==> src/rtl/munoc_monitor_ctrl_pkg.sv <==
// Shared types and constants for the munoc_monitor_ctrl NoC monitor sequencer.
package munoc_monitor_ctrl_pkg;

    localparam int unsigned DEF_NUM_CH    = 4;
    localparam int unsigned DEF_BW_CNT    = 16;
    localparam int unsigned DEF_BW_WINDOW = 16;

    typedef enum logic [1:0] {
        StIdle    = 2'd0,
        StClear   = 2'd1,
        StMeasure = 2'd2,
        StCapture = 2'd3
    } state_t;

    // Index width that stays at least 1 bit for single-entry ranges.
    function automatic int unsigned idx_width(input int unsigned n);
        return (n > 1) ? $clog2(n) : 1;
    endfunction

endpackage

==> src/rtl/munoc_monitor_ctrl_if.sv <==
// Result-bank read port: request/acknowledge with 1-cycle latency.
interface munoc_monitor_ctrl_if #(
    parameter int unsigned NUM_CH = munoc_monitor_ctrl_pkg::DEF_NUM_CH,
    parameter int unsigned BW_CNT = munoc_monitor_ctrl_pkg::DEF_BW_CNT
) ();
    import munoc_monitor_ctrl_pkg::*;

    localparam int unsigned IW = idx_width(2 * NUM_CH);

    logic              rd_req;
    logic [IW-1:0]     rd_idx;
    logic              rd_ack;
    logic [BW_CNT-1:0] rd_data;

    modport master (output rd_req, output rd_idx, input rd_ack, input rd_data);
    modport slave  (input rd_req, input rd_idx, output rd_ack, output rd_data);

endinterface

==> src/rtl/munoc_monitor_ctrl_bank.sv <==
// Result/peak register bank with a serial capture write port and a registered read port.
// Peak tracking is built only when MUNOC_MONITOR_CTRL_PEAK_EN is defined.
module munoc_monitor_ctrl_bank
    import munoc_monitor_ctrl_pkg::*;
#(
    parameter int unsigned NUM_CH = DEF_NUM_CH,
    parameter int unsigned BW_CNT = DEF_BW_CNT
) (
    input  logic                           i_clk,
    input  logic                           i_rstnn,
    input  logic                           i_wr_en,
    input  logic [idx_width(NUM_CH)-1:0]   i_wr_idx,
    input  logic [BW_CNT-1:0]              i_wr_data,
    munoc_monitor_ctrl_if.slave            rd
);

    logic [BW_CNT-1:0] r_result [NUM_CH];
`ifdef MUNOC_MONITOR_CTRL_PEAK_EN
    logic [BW_CNT-1:0] r_peak [NUM_CH];
`endif
    logic [BW_CNT-1:0] w_rd_val;
    logic              r_rd_ack;
    logic [BW_CNT-1:0] r_rd_data;

    // Out-of-range indices fall through to zero.
    always_comb begin
        w_rd_val = '0;
        for (int i = 0; i < int'(NUM_CH); i++) begin
            if (int'(rd.rd_idx) == i) w_rd_val = r_result[i];
`ifdef MUNOC_MONITOR_CTRL_PEAK_EN
            if (int'(rd.rd_idx) == i + int'(NUM_CH)) w_rd_val = r_peak[i];
`endif
        end
    end

    always_ff @(posedge i_clk) begin
        if (!i_rstnn) begin
            for (int i = 0; i < int'(NUM_CH); i++) begin
                r_result[i] <= '0;
`ifdef MUNOC_MONITOR_CTRL_PEAK_EN
                r_peak[i]   <= '0;
`endif
            end
            r_rd_ack  <= 1'b0;
            r_rd_data <= '0;
        end else begin
            if (i_wr_en) begin
                for (int i = 0; i < int'(NUM_CH); i++) begin
                    if (int'(i_wr_idx) == i) begin
                        r_result[i] <= i_wr_data;
`ifdef MUNOC_MONITOR_CTRL_PEAK_EN
                        if (i_wr_data > r_peak[i]) r_peak[i] <= i_wr_data;
`endif
                    end
                end
            end
            r_rd_ack  <= rd.rd_req;
            r_rd_data <= rd.rd_req ? w_rd_val : '0;
        end
    end

    assign rd.rd_ack  = r_rd_ack;
    assign rd.rd_data = r_rd_data;

endmodule

==> src/rtl/munoc_monitor_ctrl.sv <==
// Sequences NoC traffic monitors through clear/measure/capture windows and collects timeouts.
// Optional peak registers in the bank: define MUNOC_MONITOR_CTRL_PEAK_EN.
module munoc_monitor_ctrl
    import munoc_monitor_ctrl_pkg::*;
#(
    parameter int unsigned NUM_CH    = DEF_NUM_CH,
    parameter int unsigned BW_CNT    = DEF_BW_CNT,
    parameter int unsigned BW_WINDOW = DEF_BW_WINDOW
) (
    input  logic                     i_clk,
    input  logic                     i_rstnn,
    input  logic                     i_cfg_enable,
    input  logic [BW_WINDOW-1:0]     i_cfg_window,
    input  logic [NUM_CH-1:0]        i_cfg_irq_mask,
    input  logic [NUM_CH*BW_CNT-1:0] i_mon_count,
    input  logic [NUM_CH-1:0]        i_mon_timeout,
    output logic                     o_mon_clear,
    output logic                     o_mon_hold,
    output logic                     o_win_done,
    input  logic [NUM_CH-1:0]        i_irq_clear,
    output logic                     o_irq,
    munoc_monitor_ctrl_if.slave      rd
);

    localparam int unsigned   CW       = idx_width(NUM_CH);
    localparam logic [CW-1:0] LAST_CAP = CW'(NUM_CH - 1);

    state_t                r_state, w_state_next;
    logic [BW_WINDOW-1:0]  r_cnt, w_cnt_next, w_win;
    logic [CW-1:0]         r_cap, w_cap_next;
    logic                  r_win_done, w_win_done_next;
    logic                  w_wr_en;
    logic [BW_CNT-1:0]     w_wr_data;
    logic [NUM_CH-1:0]     r_sticky;
    logic                  r_irq;

    assign w_win     = (i_cfg_window == '0) ? BW_WINDOW'(1) : i_cfg_window;
    assign w_wr_data = i_mon_count[int'(r_cap)*BW_CNT +: BW_CNT];

    // Dropping enable wins over every transition and suppresses the capture write.
    always_comb begin
        w_state_next    = r_state;
        w_cnt_next      = r_cnt;
        w_cap_next      = r_cap;
        w_win_done_next = 1'b0;
        w_wr_en         = 1'b0;
        if (!i_cfg_enable) begin
            w_state_next = StIdle;
        end else begin
            unique case (r_state)
                StIdle: w_state_next = StClear;
                StClear: begin
                    w_cnt_next   = w_win - BW_WINDOW'(1);
                    w_state_next = StMeasure;
                end
                StMeasure: begin
                    if (r_cnt == '0) begin
                        w_state_next = StCapture;
                        w_cap_next   = '0;
                    end else begin
                        w_cnt_next = r_cnt - BW_WINDOW'(1);
                    end
                end
                StCapture: begin
                    w_wr_en    = 1'b1;
                    w_cap_next = r_cap + CW'(1);
                    if (r_cap == LAST_CAP) begin
                        w_state_next    = StClear;
                        w_win_done_next = 1'b1;
                    end
                end
                default: w_state_next = StIdle;
            endcase
        end
    end

    always_ff @(posedge i_clk) begin
        if (!i_rstnn) begin
            r_state    <= StIdle;
            r_cnt      <= '0;
            r_cap      <= '0;
            r_win_done <= 1'b0;
        end else begin
            r_state    <= w_state_next;
            r_cnt      <= w_cnt_next;
            r_cap      <= w_cap_next;
            r_win_done <= w_win_done_next;
        end
    end

    // Set has priority over write-1-to-clear.
    always_ff @(posedge i_clk) begin
        if (!i_rstnn) begin
            r_sticky <= '0;
            r_irq    <= 1'b0;
        end else begin
            r_sticky <= (r_sticky & ~i_irq_clear) | i_mon_timeout;
            r_irq    <= |(r_sticky & i_cfg_irq_mask);
        end
    end

    assign o_mon_clear = (r_state == StClear);
    assign o_mon_hold  = (r_state == StCapture);
    assign o_win_done  = r_win_done;
    assign o_irq       = r_irq;

    munoc_monitor_ctrl_bank #(
        .NUM_CH (NUM_CH),
        .BW_CNT (BW_CNT)
    ) u_bank (
        .i_clk     (i_clk),
        .i_rstnn   (i_rstnn),
        .i_wr_en   (w_wr_en),
        .i_wr_idx  (r_cap),
        .i_wr_data (w_wr_data),
        .rd        (rd)
    );

endmodule

==> src/flat_wrapper.sv <==
// flat-port wrapper written by rule: the top's interface ports become plain ports
module munoc_monitor_ctrl_flat import munoc_monitor_ctrl_pkg::*;
#(
    parameter int unsigned NUM_CH    = DEF_NUM_CH,
    parameter int unsigned BW_CNT    = DEF_BW_CNT,
    parameter int unsigned BW_WINDOW = DEF_BW_WINDOW
)
  (i_clk, i_rstnn, i_cfg_enable, i_cfg_window, i_cfg_irq_mask, i_mon_count, i_mon_timeout, o_mon_clear, o_mon_hold, o_win_done, i_irq_clear, o_irq, rd_rd_req, rd_rd_idx, rd_rd_ack, rd_rd_data);
  munoc_monitor_ctrl_if #(.NUM_CH(NUM_CH), .BW_CNT(BW_CNT)) rd_i ();
  input  logic i_clk;
  input  logic i_rstnn;
  input  logic i_cfg_enable;
  input  logic [BW_WINDOW-1:0] i_cfg_window;
  input  logic [NUM_CH-1:0] i_cfg_irq_mask;
  input  logic [NUM_CH*BW_CNT-1:0] i_mon_count;
  input  logic [NUM_CH-1:0] i_mon_timeout;
  output logic o_mon_clear;
  output logic o_mon_hold;
  output logic o_win_done;
  input  logic [NUM_CH-1:0] i_irq_clear;
  output logic o_irq;
  input wire logic [$bits(rd_i.rd_req)-1:0] rd_rd_req;
  input wire logic [$bits(rd_i.rd_idx)-1:0] rd_rd_idx;
  output wire logic [$bits(rd_i.rd_ack)-1:0] rd_rd_ack;
  output wire logic [$bits(rd_i.rd_data)-1:0] rd_rd_data;
  assign rd_i.rd_req = rd_rd_req;
  assign rd_i.rd_idx = rd_rd_idx;
  assign rd_rd_ack = rd_i.rd_ack;
  assign rd_rd_data = rd_i.rd_data;
  munoc_monitor_ctrl #(.NUM_CH(NUM_CH), .BW_CNT(BW_CNT), .BW_WINDOW(BW_WINDOW)) u_core (.i_clk(i_clk), .i_rstnn(i_rstnn), .i_cfg_enable(i_cfg_enable), .i_cfg_window(i_cfg_window), .i_cfg_irq_mask(i_cfg_irq_mask), .i_mon_count(i_mon_count), .i_mon_timeout(i_mon_timeout), .o_mon_clear(o_mon_clear), .o_mon_hold(o_mon_hold), .o_win_done(o_win_done), .i_irq_clear(i_irq_clear), .o_irq(o_irq), .rd(rd_i));
endmodule
==> config.mk <==
export PLATFORM = sky130hd
export DESIGN_NAME = munoc_monitor_ctrl_flat
export DESIGN_NICKNAME = d
export VERILOG_FILES = /design/src/rtl/munoc_monitor_ctrl_pkg.sv /design/src/rtl/munoc_monitor_ctrl_if.sv /design/src/rtl/munoc_monitor_ctrl_bank.sv /design/src/rtl/munoc_monitor_ctrl.sv /design/src/flat_wrapper.sv
export SDC_FILE = /design/constraint.sdc
export NUM_CORES = 1
export LEC_CHECK = 0
export ABC_AREA = 1
export CAP_MARGIN = 20
export CORE_MARGIN = 10
export CORE_UTILIZATION = 55
export CTS_BUF_LIST = sky130_fd_sc_hd__clkbuf_2 sky130_fd_sc_hd__clkbuf_4 sky130_fd_sc_hd__clkbuf_8
export DETAILED_ROUTE_END_ITERATION = 12
export PLACE_DENSITY = 0.83
export SYNTH_ARGS = -nofsm -noshare
export SYNTH_HDL_FRONTEND = slang
export SYNTH_SLANG_ARGS = --single-unit
==> constraint.sdc <==
create_clock -name i_clk -period 7.17 [get_ports i_clk]
set_input_delay 1.434 -clock i_clk [delete_from_list [all_inputs] [get_ports i_clk]]
set_output_delay 1.434 -clock i_clk [all_outputs]
set_load 0.01 [all_outputs]
==> impl_results.rst, run 1 <==
.. list-table::
   :header-rows: 1

   * - Metric
     - Value
   * - Final RePlAce weighted congestion
     - 0.914
   * - Total number of H-tree levels
     - 3
   * - Number of stages on the worst hold path
     - 2
   * - Worst-case setup margin in the final layout
     - between 3 and 4 ns
   * - Pwr Density
     - ~190 mW/mm^2
   * - Slew at the pin closest to its max-slew limit
     - roughly 1 ns
   * - TritonRoute pass-1 iters
     - 5
   * - Lkg Pwr
     - 2.71 nW
   * - Slowest stage cell on the critical path
     - clkdlybuf4s50_1
   * - Residual DRC count
     - 0
   * - Portion of synthesized cell area occupied by the leading cell type
     - 0.350
   * - Hold violation count in the final report
     - 0
   * - Yosys warning total
     - 0
   * - Worst Hold Slack
     - a little under 0.5 ns
   * - Post-detailed-route wirelength per cell
     - 17.3 um
   * - Worst Hold Launch
     - u_core.r_cnt[0]
   * - Number of I/O pins
     - 120
   * - Crit path cell chain
     - clkdlybuf4s50_1, clkinv_1, nor2_4, nand2_1, a41oi_1
   * - Nature of the critical path startpoint
     - input pin
   * - Setup repair after global routing missed its margin
     - false
   * - Netlist cell types
     - 30
   * - RR Startpoint
     - u_core.r_state[1]
   * - Outcome
     - finished, final reports clean
   * - Post-cts gate resize count
     - 0
   * - Remaining global-route overflow
     - 0
   * - Via count
     - 5095
   * - Antenna diode count
     - 0
   * - Post-placement setup slack
     - roughly 3.2 ns
   * - Data required, critical path
     - 7.46 ns
   * - Fraction of final layout cells sized beyond drive strength 1
     - 0.0694
   * - Overall die width
     - 120 um
   * - Critical path buffers and inverters
     - 2
   * - Clock slew at reported path FFs
     - about 0.11 ns
   * - Worst hold endpoint
     - u_core.r_cnt[0]
   * - Half-perimeter wire length after detailed placement
     - approximately 12000 um
   * - Placeable core region
     - 0.00973 sq mm
   * - Cell taking the most area after synthesis
     - edfxtp_1
   * - Max-capacitance violation count
     - 0
   * - Async set-or-reset flop fraction in the synthesized netlist
     - 0
   * - Clock power share
     - 0.318
   * - Crit path arrival time
     - 3.99 ns
   * - Highest net fanout along the worst path
     - 18
   * - Worst Clk Skew
     - 0.0164 ns
   * - First DRT Iteration DRCs
     - 447
   * - Category of the critical setup timing path
     - input pin to flip-flop
   * - Number of buffers added to fix hold violations after cts
     - 0
   * - Net count after synthesis
     - 780
   * - Leading post-synthesis cells by cell area
     - edfxtp_1, dfxtp_1, nand2_1
   * - Sequential share of power
     - 0.527
   * - Post-Place Cell Area
     - 0.00670 sq mm
   * - Buffers from clock root to sink, at most
     - 2
   * - Endpoint of the most critical register-to-register path
     - u_core.r_cnt[10]
   * - Initial core utilization
     - 0.564
   * - Total wire length after detailed routing
     - 15800 um
   * - Worst path top cell family by delay
     - buffers and inverters
   * - Average size of a mapped cell
     - slightly above 8 sq um
   * - Slowest cell delay on critical path
     - 0.96 ns
   * - Number of buffers inserted to repair setup after CTS
     - 0
   * - Tightest slew margin relative to the limit
     - 0.309
   * - Worst reg2reg path depth
     - 15
   * - Growth of design area from synthesis to finish
     - 26.8%
   * - Worst IR drop on VDD
     - 0.117 mV
   * - Root buffer selected by CTS
     - clkbuf_8
   * - Placement Rows
     - 36
   * - TritonCTS clock tree
     - yes
   * - Number of vias per cell after detailed routing
     - between 5 and 6
   * - Switching power summed over all nets
     - 0.358 mW
   * - Fraction of power consumed by combinational cells
     - 0.155
   * - Critical Path Sink Type
     - flip-flop
   * - Post-Route Setup TNS
     - 0 ns
   * - Share of the yosys chip area belonging to registers
     - 0.507
   * - Netlist area before placement
     - 0.00549 sq mm
   * - Period utilization
     - 0.516
   * - All-Layer GR Usage
     - 0.212
   * - Footprint of the multi-input gates
     - 0.00233 sq mm
   * - Number of buffers created by CTS
     - 9
   * - Final setup violation count
     - 0
   * - Most frequently used flop master after synthesis
     - edfxtp_1
   * - Die Area
     - ~0.014 sq mm
   * - Post-Syn Instances
     - 672
   * - Cell internal power dissipation
     - 0.939 mW
   * - Total count of max-transition violations in the final report
     - 0
   * - Wire length of the first global-routing pass
     - 24900 um
   * - Fraction of power spent switching nets
     - 0.276
   * - Final Instance Area
     - 0.00696 sq mm
   * - Worst min-delay path category
     - flip-flop to flip-flop
   * - Highest attainable clock frequency
     - 270 MHz
   * - Clock latency on the worst-skew pair
     - 0.39 ns
   * - Post-detailed-route count of antenna-violating nets
     - 0
   * - Chip Height
     - 120 um
   * - Vias in the first global route
     - slightly above 5k
   * - Pin count of the biggest net entering global routing
     - 36
   * - Antenna violations before repair
     - 0
   * - Post-synth EDFFs
     - 64
   * - Number of filler cells placed in the layout
     - 789
   * - Reg-to-reg setup timing slack
     - 4.11 ns
   * - FF/Latch Area
     - roughly 0.0028 sq mm
   * - Port Buffer Count
     - 119
   * - Crit path depth
     - 5
   * - Final #Nets
     - just under 900
   * - Clock tree sinks
     - between 100 and 150
   * - Register bit count reported by yosys
     - 107
   * - Time the worst path needs with I/O delays and setup
     - 3.70 ns
placed cells by master, fill, tap and decap left out, drive strengths merged, types with 10 or more instances in the layout:
cell	n
clkdlybuf4s50	119
a32o	16
nand2	194
nor2	121
a21oi	38
a41oi	17
edfxtp	64
dfxtp	43
o21ai	10
inv	56
nand3	58
through the flow:
step | total power, mW | utilization | std cells
2_1_floorplan | 0.801 | - | 672
3_3_place_gp | 0.886 | 0.688 | 893
3_5_place_dp | 0.893 | 0.688 | 893
4_1_cts | 1.29 | 0.712 | 909
5_1_grt | 1.34 | 0.716 | 911
6_report | 1.30 | 0.716 | 911
sequential cells by signal, summed over array words and instances (netlist names):
signal	flops
u_core.u_bank.r_result	64
u_core.r_cnt	16
u_core.u_bank.rd.rd_data	16
u_core.r_sticky	4
u_core.r_cap	2
u_core.r_state	2
u_core.o_irq	1
u_core.o_win_done	1
u_core.u_bank.rd.rd_ack	1
metal layers:
metal	part of all wire	GRT usage
met1	0.39	0.241
met2	0.52	0.383
met3	0.077	0.0478
met4	0.016	0.0701
met5	0	0
power by group through the flow:
stage | Clock (mW) | Sequential [mW] | Combinational (mW)
2_1_floorplan | 0 | 0.695 | 0.106
3_3_place_gp | 0 | 0.696 | 0.190
3_5_place_dp | 0 | 0.697 | 0.196
4_1_cts | 0.409 | 0.683 | 0.197
5_1_grt | 0.433 | 0.686 | 0.219
6_report | 0.412 | 0.684 | 0.201
synthesized netlist by cell type (10+ instances only):
cell type	number
nor2_1	107
a32o_1	16
dfxtp_1	43
nand2_2	12
a21oi_1	38
clkbuf_1	18
edfxtp_1	64
inv_1	50
nand3_1	57
nand2_1	179
a41oi_1	17
nor2_2	10
worst max-delay path by stage:
stage,start,to,slack (ns)
2_1_floorplan,i_cfg_enable,u_core.u_bank.r_result[3][0],4.08
3_3_place_gp,rd_rd_idx[0],u_core.u_bank.rd.rd_data[9],3.30
3_5_place_dp,rd_rd_idx[0],u_core.u_bank.rd.rd_data[12],3.16
4_1_cts,rd_rd_idx[0],u_core.u_bank.rd.rd_data[12],3.54
5_1_grt,rd_rd_idx[0],u_core.u_bank.rd.rd_data[6],3.35
6_report,rd_rd_idx[0],u_core.u_bank.rd.rd_data[12],3.47
cells by family (layout without fill, tap and decap cells):
| family | Yosys count | count (layout) | share of synthesized area |
|---|---|---|---|
| flops | 107 | 107 | 0.507 |
| compound gates | 81 | 81 | 0.100 |
| xor+xnor | 1 | 1 | 0.00160 |
| buf+inv | 89 | 195 | 0.0697 |
| fa+ha+maj | 9 | 9 | 0.0205 |
| simple gates | 385 | 385 | 0.301 |
layout make-up:
class	instances	area share
clock buffers	9	0.0178
flip-flops and latches	107	0.400
well taps	133	0.0239
multi-input cells	476	0.334
clock inverters	7	0.0147
inverters	56	0.0306
repair buffers	123	0.179
worst reg2reg max path: stages, from the launching register on:
cell and delay (ns):
dfxtp_1 0.41, ha_1 0.72, inv_4 0.25, nor2_1 0.16, inv_1 0.06, nand2_2 0.23
ha_1 0.26, nand3_2 0.13, nor2_2 0.21, inv_2 0.06, nor2_2 0.14, nand2_1 0.06
nand2_1 0.05, nand2_1 0.04, nor2_1 0.08, nor2_1 0.07
No activity file was read; power rests on OpenSTA's default activity.
==> inputs of run 2 (changes only) <==
- CORE_UTILIZATION: 55 -> 53
- PLACE_DENSITY: 0.83 -> 0.8
- clock period: 7.17 -> 3.7 ns (I/O delays scaled with it)
==> impl_results.rst, run 2 (synthesis results as in run 1) <==
.. list-table::
   :header-rows: 1

   * - Metric
     - Value
   * - Outcome
     - finished, final reports clean
   * - Total wire length after detailed routing
     - 16000 um
   * - Total number of H-tree levels
     - 3
   * - Residual DRC count
     - 0
   * - Buffers from clock root to sink, at most
     - 2
   * - Critical path buffers and inverters
     - 2
   * - Worst IR drop on VDD
     - 0.209 mV
   * - Fraction of final layout cells sized beyond drive strength 1
     - 0.0753
   * - Highest attainable clock frequency
     - 392 MHz
   * - Remaining global-route overflow
     - 0
   * - Routed met2 length
     - 8220 um
   * - Post-Route Setup TNS
     - 0 ns
   * - Critical Path Sink Type
     - flip-flop
   * - Growth of design area from synthesis to finish
     - 26.5%
   * - Tightest slew margin relative to the limit
     - 0.448
   * - Wire length of the first global-routing pass
     - 25100 um
   * - Data required, critical path
     - 3.97 ns
   * - Nature of the critical path startpoint
     - input pin
   * - Worst path top cell family by delay
     - simple AND/OR/NAND/NOR gates
   * - TritonCTS clock tree
     - yes
   * - Number of vias per cell after detailed routing
     - 5.54
   * - TritonRoute pass-1 iters
     - 5
   * - Hold violation count in the final report
     - 0
   * - Final #Nets
     - 887
   * - Final setup violation count
     - 0
   * - Slowest cell delay on critical path
     - about 0.53 ns
   * - Final Instance Area
     - 0.00694 sq mm
   * - Antenna diode count
     - 0
   * - Placeable core region
     - 0.0102 sq mm
   * - Port Buffer Count
     - 119
   * - Crit path arrival time
     - 2.82 ns
   * - Number of I/O pins
     - 120
   * - Pwr Density
     - around 350 mW/mm^2
   * - Most common library cell in the layout ignoring fill and taps
     - nand2_1
   * - Lkg Pwr
     - 2.71 nW
   * - All-Layer GR Usage
     - 0.211
   * - Worst-case setup margin in the final layout
     - ~1.1 ns
   * - Root buffer selected by CTS
     - clkbuf_8
   * - Crit path cell chain
     - clkdlybuf4s50_1, nor2_1, nand2_1, nor2_1, nand2_1, nand2_1, nand2_2, ha_1, nand3_2, nor2_2, inv_2, nor2_2, nand2_1, nand2_1, nand2_1, nor2_1, nor2_1
   * - Slew at the pin closest to its max-slew limit
     - 0.825 ns
   * - Number of buffers inserted to repair setup after CTS
     - 0
   * - Number of buffers created by CTS
     - 9
   * - Chip Height
     - 122 um
   * - Final RePlAce weighted congestion
     - 0.963
   * - Post-detailed-route wirelength per cell
     - 17.3 um
   * - Post-cts gate resize count
     - 0
   * - Worst min-delay path category
     - flip-flop to flip-flop
   * - Max-capacitance violation count
     - 0
   * - Time the worst path needs with I/O delays and setup
     - approximately 2.6 ns
   * - Initial core utilization
     - 0.537
   * - Post-placement setup slack
     - 0.787 ns
   * - Most frequent cells in the layout
     - nand2_1, clkdlybuf4s50_1, nor2_1
   * - Pin count of the biggest net entering global routing
     - 36
   * - Post-detailed-route count of antenna-violating nets
     - 0
   * - Setup repair after global routing missed its margin
     - false
   * - Post-Place Cell Area
     - ~0.0068 sq mm
   * - Antenna violations before repair
     - 0
   * - Total Power Consumption
     - 2.42 mW
   * - Category of the critical setup timing path
     - input pin to flip-flop
   * - Flip-flop count of the largest register after layout
     - 64
   * - Highest metal layer with signal wires
     - met4
   * - Register ranked first by flip-flop count
     - u_core.u_bank.r_result
   * - Vias in the first global route
     - 5120
   * - Worst Clk Skew
     - 0.0202 ns
   * - Clock slew at reported path FFs
     - 0.10 ns
   * - Clock latency on the worst-skew pair
     - 0.38 ns
   * - Clock tree sinks
     - about 110
   * - Highest net fanout along the worst path
     - 15
   * - Placement Rows
     - 37
   * - Die Area
     - roughly 0.015 sq mm
   * - First DRT Iteration DRCs
     - 463
   * - Total count of max-transition violations in the final report
     - 0
   * - Overall die width
     - 122 um
   * - Amount of wire on met3 after detailed routing
     - about 1200 um
   * - Period utilization
     - 0.690
   * - Metal1 wirelength
     - 6150 um
   * - Half-perimeter wire length after detailed placement
     - roughly 12000 um
   * - Slowest stage cell on the critical path
     - clkdlybuf4s50_1
   * - Via count
     - 5095
   * - Worst Hold Slack
     - 0.502 ns
   * - Number of buffers added to fix hold violations after cts
     - 0
   * - Critical path's most frequent cell
     - nand2_1
[run 2: final timing paths]
check | endpoint | slack (ns) | depth (start not counted) | startpoint
worst max-delay path | u_core.r_cnt[10] | 1.15 | 17 | i_cfg_window[8]
worst min-delay path | u_core.r_cnt[2] | 0.50 | 2 | u_core.r_cnt[2]
worst max register to register | u_core.r_cnt[10] | 1.18 | 16 | u_core.r_state[0]
worst min register to register | u_core.r_cnt[2] | 0.50 | 2 | u_core.r_cnt[2]
[run 2: power breakdown]
part | internal, mW | total (mW) | switching, mW
registers | 1.30 | 1.32 | 0.0202
clock network | 0.268 | 0.701 | 0.434
logic | 0.180 | 0.392 | 0.212
total | 1.75 | 2.42 | 0.666
[run 2: area by class of cell]
| type | instances | area (sq um) |
|---|---|---|
| multi-input cells | 476 | 2320 |
| well taps | 136 | 170 |
| flip-flops and latches | 107 | 2780 |
| clock inverters | 6 | 55.1 |
| fillers | 850 | 3290 |
| repair buffers | 129 | 1270 |
| inverters | 56 | 213 |
| clock buffers | 10 | 131 |
[run 2: per-layer routing]
layer,up-vias,global-route usage
met5,-,0
met4,0,0.0738
met3,32,0.0523
met2,219,0.373
met1,2396,0.242
li1,2448,-
[run 2: worst reg2reg max path: cells and delay by family, from the launching register on]
kind          cells  cell delay [ns]
buf+inv           3             0.35
simple gates     11             1.17
fa+ha+maj         2             0.49
flops             1             0.41
[run 2: per-stage QoR]
| stage | util | cells |
|---|---|---|
| 2_1_floorplan | - | 672 |
| 3_3_place_gp | 0.660 | 904 |
| 3_5_place_dp | 0.660 | 904 |
| 4_1_cts | 0.679 | 920 |
| 5_1_grt | 0.679 | 920 |
| 6_report | 0.679 | 920 |
